File: config.mk
export PLATFORM = sky130hd
export DESIGN_NAME = mem_arbiter
export DESIGN_NICKNAME = d
export VERILOG_FILES = /design/src/rtl/mem_arbiter_pkg.sv /design/src/rtl/mem_timeout_counter.sv /design/src/rtl/mem_arbiter.sv
export SDC_FILE = /design/constraint.sdc
export NUM_CORES = 1
export LEC_CHECK = 0
export ABC_AREA = 1
export ABC_CLOCK_PERIOD_IN_PS = 1800
export CORE_MARGIN = 2
export CORE_UTILIZATION = 44
export DETAILED_ROUTE_END_ITERATION = 10
export PLACE_DENSITY_LB_ADDON = 0.12
export SLEW_MARGIN = 20
export SYNTH_ARGS = -nofsm -noshare
export SYNTH_HDL_FRONTEND = slang
export SYNTH_SLANG_ARGS = --single-unit
File: constraint.sdc
create_clock -name clk -period 1.8 [get_ports clk]
set_input_delay 0.36 -clock clk [delete_from_list [all_inputs] [get_ports clk]]
set_output_delay 0.36 -clock clk [all_outputs]
set_load 0.05 [all_outputs]
File: src/rtl/mem_arbiter_pkg.sv
// mem_arbiter_pkg: shared FSM encoding, port-select constants and default timeout
// for the instruction/data memory arbiter.
package mem_arbiter_pkg;
   typedef enum logic [1:0] {IDLE, I_BUSY, D_BUSY, RESP} state_e;
   localparam logic PORT_I = 1'b0;
   localparam logic PORT_D = 1'b1;
   localparam int DEFAULT_TIMEOUT = 255;
endpackage

File: src/rtl/mem_timeout_counter.sv
// mem_timeout_counter: counts memory wait cycles, holding once it reaches MAX
// so done stays asserted until the next clear.
module mem_timeout_counter #(
   parameter int MAX = 255
) (
   input  logic clk,
   input  logic reset,
   input  logic clr_i,
   input  logic en_i,
   output logic done_o
);
   localparam int W = $clog2(MAX + 1);
   logic [W-1:0] cnt_q, cnt_d;
   assign done_o = cnt_q == W'(MAX);
   always_comb cnt_d = clr_i ? '0 : (en_i && !done_o) ? cnt_q + 1'b1 : cnt_q;
   always_ff @(posedge clk) begin
      if (reset) cnt_q <= '0;
      else       cnt_q <= cnt_d;
   end
endmodule

File: src/rtl/mem_arbiter.sv
// mem_arbiter: two-port (fetch/data) arbiter onto a single memory port with
// alternating priority on contention and a mem_ready timeout.
module mem_arbiter
   import mem_arbiter_pkg::*;
#(
   parameter int XLEN    = 32,
   parameter int TIMEOUT = DEFAULT_TIMEOUT
) (
   input  logic            clk,
   input  logic            reset,
   input  logic            i_req,
   input  logic [XLEN-1:0] i_addr,
   output logic            i_ack,
   output logic [XLEN-1:0] i_rdata,
   input  logic            d_req,
   input  logic            d_we,
   input  logic [XLEN-1:0] d_addr,
   input  logic [XLEN-1:0] d_wdata,
   input  logic [2:0]      d_mode,
   output logic            d_ack,
   output logic [XLEN-1:0] d_rdata,
   output logic            err,
   output logic            mem_req,
   output logic            mem_we,
   output logic [XLEN-1:0] mem_addr,
   output logic [XLEN-1:0] mem_wdata,
   output logic [2:0]      mem_mode,
   input  logic            mem_ready,
   input  logic [XLEN-1:0] mem_rdata
);
   state_e            state_q, state_d;
   logic              last_q, last_d;
   logic              mem_req_q, mem_req_d, mem_we_q, mem_we_d;
   logic [XLEN-1:0]   mem_addr_q, mem_addr_d, mem_wdata_q, mem_wdata_d;
   logic [2:0]        mem_mode_q, mem_mode_d;
   logic [XLEN-1:0]   rd_q, rd_d, i_rdata_q, i_rdata_d, d_rdata_q, d_rdata_d;
   logic              err_p_q, err_p_d, err_q, err_d;
   logic              i_ack_q, i_ack_d, d_ack_q, d_ack_d;
   logic              grant_d, clr, en, done;

   mem_timeout_counter #(.MAX(TIMEOUT)) u_cnt (
      .clk    (clk),
      .reset  (reset),
      .clr_i  (clr),
      .en_i   (en),
      .done_o (done)
   );

   // data wins when alone or when the instruction port was served last
   assign grant_d = d_req && (!i_req || last_q == PORT_I);

   always_comb begin
      state_d     = state_q;
      last_d      = last_q;
      mem_req_d   = mem_req_q;
      mem_we_d    = mem_we_q;
      mem_addr_d  = mem_addr_q;
      mem_wdata_d = mem_wdata_q;
      mem_mode_d  = mem_mode_q;
      rd_d        = rd_q;
      err_p_d     = err_p_q;
      i_rdata_d   = i_rdata_q;
      d_rdata_d   = d_rdata_q;
      i_ack_d     = 1'b0;
      d_ack_d     = 1'b0;
      err_d       = 1'b0;
      clr         = 1'b0;
      en          = 1'b0;
      case (state_q)
         IDLE: if (i_req || d_req) begin
            clr         = 1'b1;
            last_d      = grant_d ? PORT_D : PORT_I;
            state_d     = grant_d ? D_BUSY : I_BUSY;
            mem_req_d   = 1'b1;
            mem_we_d    = grant_d && d_we;
            mem_addr_d  = grant_d ? d_addr : i_addr;
            mem_wdata_d = grant_d ? d_wdata : '0;
            mem_mode_d  = grant_d ? d_mode : 3'b000;
         end
         I_BUSY, D_BUSY: if (mem_ready || done) begin
            rd_d      = (mem_ready && !mem_we_q) ? mem_rdata : '0;
            err_p_d   = !mem_ready;
            mem_req_d = 1'b0;
            state_d   = RESP;
         end else begin
            en = 1'b1;
         end
         RESP: begin
            state_d   = IDLE;
            err_d     = err_p_q;
            i_ack_d   = last_q == PORT_I;
            d_ack_d   = last_q == PORT_D;
            i_rdata_d = last_q == PORT_I ? rd_q : i_rdata_q;
            d_rdata_d = last_q == PORT_D ? rd_q : d_rdata_q;
         end
         default: state_d = IDLE;
      endcase
   end

   always_ff @(posedge clk) begin
      if (reset) begin
         state_q     <= IDLE;
         last_q      <= PORT_I;
         mem_req_q   <= 1'b0;
         mem_we_q    <= 1'b0;
         mem_addr_q  <= '0;
         mem_wdata_q <= '0;
         mem_mode_q  <= '0;
         rd_q        <= '0;
         err_p_q     <= 1'b0;
         i_rdata_q   <= '0;
         d_rdata_q   <= '0;
         i_ack_q     <= 1'b0;
         d_ack_q     <= 1'b0;
         err_q       <= 1'b0;
      end else begin
         state_q     <= state_d;
         last_q      <= last_d;
         mem_req_q   <= mem_req_d;
         mem_we_q    <= mem_we_d;
         mem_addr_q  <= mem_addr_d;
         mem_wdata_q <= mem_wdata_d;
         mem_mode_q  <= mem_mode_d;
         rd_q        <= rd_d;
         err_p_q     <= err_p_d;
         i_rdata_q   <= i_rdata_d;
         d_rdata_q   <= d_rdata_d;
         i_ack_q     <= i_ack_d;
         d_ack_q     <= d_ack_d;
         err_q       <= err_d;
      end
   end

   assign i_ack     = i_ack_q;
   assign d_ack     = d_ack_q;
   assign i_rdata   = i_rdata_q;
   assign d_rdata   = d_rdata_q;
   assign err       = err_q;
   assign mem_req   = mem_req_q;
   assign mem_we    = mem_we_q;
   assign mem_addr  = mem_addr_q;
   assign mem_wdata = mem_wdata_q;
   assign mem_mode  = mem_mode_q;
endmodule

### Word-level counts from Yosys, hierarchy flattened

Cells that the tools add are included.

| operators by class | value |
|---|---|
| shift-type cells | 0 |
| reductions and logical operators | 22 |
| add/sub/neg operators | 1 |
| div/mod/pow operators | 0 |
| mux-type cells | 16 |
| magnitude comparators | 0 |
| bitwise operators | 2 |
| eq/ne operators | 6 |
| multiply operators | 0 |

Operators with widths:

| cell | number |
|---|---|
| 32-bit 2-to-1 mux | 3 |
| 2-bit AND reduction | 5 |
| 8-bit by 1-bit adder with 8-bit output, second input constant | 1 |
| 8-bit equality test, second input constant | 1 |
| 1-bit 2-to-1 mux | 7 |
| 2-bit 2-to-1 mux | 3 |
| 2-bit one-hot mux with 3 select lines | 1 |
| 2-bit OR reduction | 3 |
| 2-bit equality test, second input constant | 2 |
| 1-bit logical AND | 4 |
| 1-bit logical NOT | 4 |
| 2-bit inequality test, second input constant | 2 |
| 1-bit logical OR | 3 |
| 3-bit 2-to-1 mux | 1 |
| 3-bit AND reduction | 1 |
| 2-bit by 1-bit equality test with 1-bit output, second input constant | 1 |
| 2-bit logical NOT | 1 |
| 1-bit inverter | 2 |
| 1-bit one-hot mux with 2 select lines | 1 |
| 2-bit nonzero test | 1 |

| storage, ports and cells | value |
|---|---|
| RAM bits | 0 |
| bits in latches | 0 |
| bits in read-only memories | 0 |
| memories | 0 |
| bits of input ports | 137 |
| register bits after elaboration | 180 |

### Logic depth before layout (Yosys ltp)

| depth | value |
|---|---|
| depth after elaboration | 6 |
| gate-level depth with buffers | 10 |
| depth with buffers taken out | 9 |

### By module

A second synthesis with hierarchy kept.

| second synthesis, totals | value |
|---|---|
| cell total of the unflattened synthesis | 947 |
| area total of the unflattened synthesis | 7043.0 µm² |

By module, submodules not included:

| module | cells each | times used | area each (µm²) |
|---|---|---|---|
| mem_arbiter | 875 | 1 | 6586.3 |
| mem_timeout_counter | 72 | 1 | 456.7 |

### Worst setup path before layout

Ideal clock, no wire load.

| timing | value |
|---|---|
| path kind | flip-flop to flip-flop |
| start | reg mem_we_q, in the netlist mem_we |
| end | reg rd_q[10] |
| setup slack | 310 ps |
| data arrival time | 1374 ps |
| cell stages (with the launch flop) | 7 |
| library setup time | 116 ps |
| cell sequence | dfxtp_1 > inv_1 > nand2_1 > clkbuf_1 > nor2_1 > o21ai_0 > nor2_1 |

| on the way | value |
|---|---|
| cells in the longest elaborated chain, start to end | 3 |

RTL lines:

| what | line | source |
|---|---|---|
| start: declaration | mem_arbiter.sv:33 | `logic mem_req_q, mem_req_d, mem_we_q, mem_we_d;` |
| start signal: assignment | mem_arbiter.sv:120 | `mem_we_q <= mem_we_d;` |
| 1-bit logical NOT | mem_arbiter.sv:81 | `rd_d = (mem_ready && !mem_we_q) ? mem_rdata : '0;` |
| 1-bit logical AND | mem_arbiter.sv:81 |  |
| 32-bit 2-to-1 mux | mem_arbiter.sv:81 |  |
| end signal: assignment | mem_arbiter.sv:124 | `rd_q <= rd_d;` |
| end: declaration | mem_arbiter.sv:36 | `logic [XLEN-1:0] rd_q, rd_d, i_rdata_q, i_rdata_d, d_rdata_q, d_rdata_d;` |

Every way passes these cells.
A chain may end at the register's enable or synchronous reset.

### Worst setup path after layout

| timing | value |
|---|---|
| start | reg u_cnt.cnt_q[0] |
| end | reg rd_q[9] |

| on the way | value |
|---|---|
| cells in the longest elaborated chain, start to end | 3 |

RTL lines:

| what | line | source |
|---|---|---|
| start: declaration | mem_timeout_counter.sv:13 | `logic [W-1:0] cnt_q, cnt_d;` |
| start signal: assignment | mem_timeout_counter.sv:18 | `else cnt_q <= cnt_d;` |
| 8-bit equality test | mem_timeout_counter.sv:14 | `assign done_o = cnt_q == W'(MAX);` |
| 1-bit logical OR | mem_arbiter.sv:80 | `I_BUSY, D_BUSY: if (mem_ready \|\| done) begin` |
| 2-bit AND reduction (no source line) | n/a |  |

Every way passes these cells.

==> out/metrics.cfg <==
[clocking]
cts-resized-gates = 0
clock_latency_ps = 420
cts_tree = done
cts_made_buffers = 17
clk_pin_slew_ps = 60
clockBufferDepth = 2
holdBufCountCts = 0
cts.htree.levels = 4
root_buffer = clkbuf_16
clock_sinks = 180
post-cts-setup-buffer-count = 0

[yosys]
synth.area.mux_share_pct = 0
synthSimpleGateAreaFrac_pct = 24.7
synthXorXnorAreaFrac_pct = 0.374
synth_compound_area_share_pct = 13.2
synth_seq_cells = 180
synthesis.area_mm2 = 0.00703
yosysWarnings = 0
ys_seq_area_share_pct = 51.3
syn_avg_cell_area_um2 = 7.09
synth.distinct_cells = 25
syn_inst = 991
synth_top_family_by_area = simple AND/OR/NAND/NOR gates
synthAdderAreaFrac_pct = 0.712
synth_nets = 1132

[min_path]
min_path_cells = 2
hold_class = reg -> reg

[routing]
drc = 0
wl_per_cell_um = 13.4
routed-wl-met3_mm = 1.80
routed_wl_mm = 20.0
dr_wl_met2_mm = 9.43
firstDrtPassIters = 5
drtIter0Drc = 360
final_antenna_net_count = 0
num_vias = 6780
routed_via_density = 4.57
highest_layer = met4
drt-met1-wl_mm = 8.38

[pwr]
p_int_mw = 8.77
power_frac_seq_pct = 36.7
switching_share_pct = 39.8
ir_worst_vdd_mv = 0.725
p_leak_nw = 4.85
p_sw_mw = 5.81
clkPwrFrac_pct = 25.0
powerDensity_mw_per_mm2 = 1410
combPwrFrac_pct = 38.3

[timing]
rsz0062_at_grt = no
worst_pin_slew_ps = 399
drv_slew = 0
worst_slew_margin_rel_pct = 73.4
fin_hold_ws_ps = 448
finClkSkew_ps = 10.5
hold_viol = 0
period_needed_ps = 1660
max_freq_mhz = 603
setup_violations = 0
fin_tns_setup_ps = 0
post-route-period-util_pct = 92.1

[die]
dieArea_mm2 = 0.0170
die_w_um = 130
rows = 46
initial_utilization_pct = 44.6
fp.dieH_um = 130
core_mm2 = 0.0158
pin_count = 273

[final_layout]
post-route-util_pct = 65.4
final_nets = 1397
antenna_cells = 0
area_delta_synth_final_pct = 46.7
drive_gt1_share_pct = 16.0
finish.instance_area_mm2 = 0.0103

[setup_path]
start_kind = flip-flop
cp_data_required_time_ps = 2110
end_kind = flip-flop
cp.arrival_ps = 1970
r2r_cells = 9
crit_type = reg -> reg
path_max_fanout = 14

[global_route]
grt_first_pass_wirelength_mm = 30.2
grt_max_degree = 86
antenna_found_initial = 0
grt_remaining_overflow = 0
grt_pass1_vias = 5953
grt_usage_pct = 22.7

[job]
cap_violations = 0

[place]
placed_cell_area_mm2 = 0.00974
dpl.hpwl_mm = 14.3
io_buffer_count = 272
place_congestion = 0.813

[run_status]
status = finished, final reports clean

[cells in the final DEF, fill, tap and decap left out, drive strengths merged, types with 2 or more instances in the layout]
master | Yosys | final
buf | 21 | 162
nor2 | 270 | 270
ha | 4 | 4
clkbuf | 31 | 19
nand3 | 6 | 6
inv | 117 | 119
o21ai | 168 | 168
bufinv | 0 | 2
xor2 | 2 | 2
nor3 | 2 | 2
clkinvlp | 0 | 2
nand2 | 171 | 171
clkinv | 0 | 6
a21oi | 14 | 14
nand3b | 2 | 2
clkdlybuf4s50 | 0 | 136
dfxtp | 180 | 180
[metal layers]
layer,up-vias,global-route usage [%]
li1,3565,-
met1,2988,27.0
met2,205,38.2
met3,22,7.78
met4,0,8.07
met5,-,0
[cells by family (layout without fill, tap and decap cells)]
kind of cell | Yosys count | in the layout
compound gates | 183 | 183
fa+ha+maj | 4 | 4
buf+inv | 169 | 446
simple gates | 452 | 452
xor+xnor | 3 | 3
flops | 180 | 180
[path summary, 6_finish.rpt]
check                      start      end  slack [ps]
hold reg to reg          err_p_q      err         450
setup / recovery  u_cnt.cnt_q[0]  rd_q[9]         140
hold / removal           err_p_q      err         450
setup reg to reg  u_cnt.cnt_q[0]  rd_q[9]         140
[stage by stage]
stage	cells	power [mW]	setup WS, ps
floorplan	991	9.08	310
global placement	1453	11.0	30.5
detailed placement	1453	11.0	-32.3
CTS	1484	14.7	128
global route	1484	15.4	35.3
finish	1484	14.6	141
[critical path, cell delays in order, from the launching register on]
cell,delay [ps]
dfxtp_1,370
ha_1,230
inv_1,60
nor2_2,140
nand2_1,100
nand2_2,90
nand2_2,100
buf_4,200
o21ai_0,190
nor2_1,60
[power groups by stage]
stage               clock network (mW)  registers (mW)  logic (mW)
finish                            3.64            5.36        5.58
global route                      3.86            5.46        6.05
CTS                               3.69            5.36        5.62
detailed placement                   0            5.44        5.61
global placement                     0            5.43        5.55
floorplan                            0            7.24        1.84
[final cells by class]
cell class	count	area [µm²]
clock buffer	19	443
clock inverter	12	130
fill	1445	5460
inverter	117	439
tap	216	270
sequential	180	3600
timing repair buffer	298	2680
multi-input combinational	642	2750
[synthesized netlist by cell type]
library cell | count | share of area (%)
nor3_2 | 1 | 0.14
nand3b_1 | 2 | 0.21
o21ai_0 | 143 | 10
o21ai_4 | 1 | 0.23
nand2_1 | 168 | 9.0
buf_2 | 10 | 0.71
o21ai_1 | 24 | 1.7
dfxtp_1 | 180 | 51
inv_1 | 114 | 6.1
nor3_1 | 1 | 0.071
xor2_1 | 2 | 0.25
o22ai_1 | 1 | 0.089
nor2_2 | 2 | 0.18
buf_6 | 5 | 0.80
clkbuf_1 | 31 | 1.7
buf_4 | 1 | 0.11
xnor2_1 | 1 | 0.12
inv_2 | 3 | 0.16
nand4_1 | 1 | 0.089
ha_1 | 4 | 0.71
nand2_2 | 3 | 0.27
buf_1 | 5 | 0.27
nor2_1 | 268 | 14
nand3_1 | 6 | 0.43
a21oi_1 | 14 | 1.0
[registers in the layout (all words and copies together) (netlist names)]
name / count
d_rdata: 32
i_rdata: 32
mem_we: 1
mem_req: 1
mem_mode: 3
rd_q: 32
i_ack: 1
state_q: 2
mem_addr: 32
u_cnt.cnt_q: 8
err: 1
err_p_q: 1
d_ack: 1
last_q: 1
mem_wdata: 32
(Power assumes the default switching activity.)
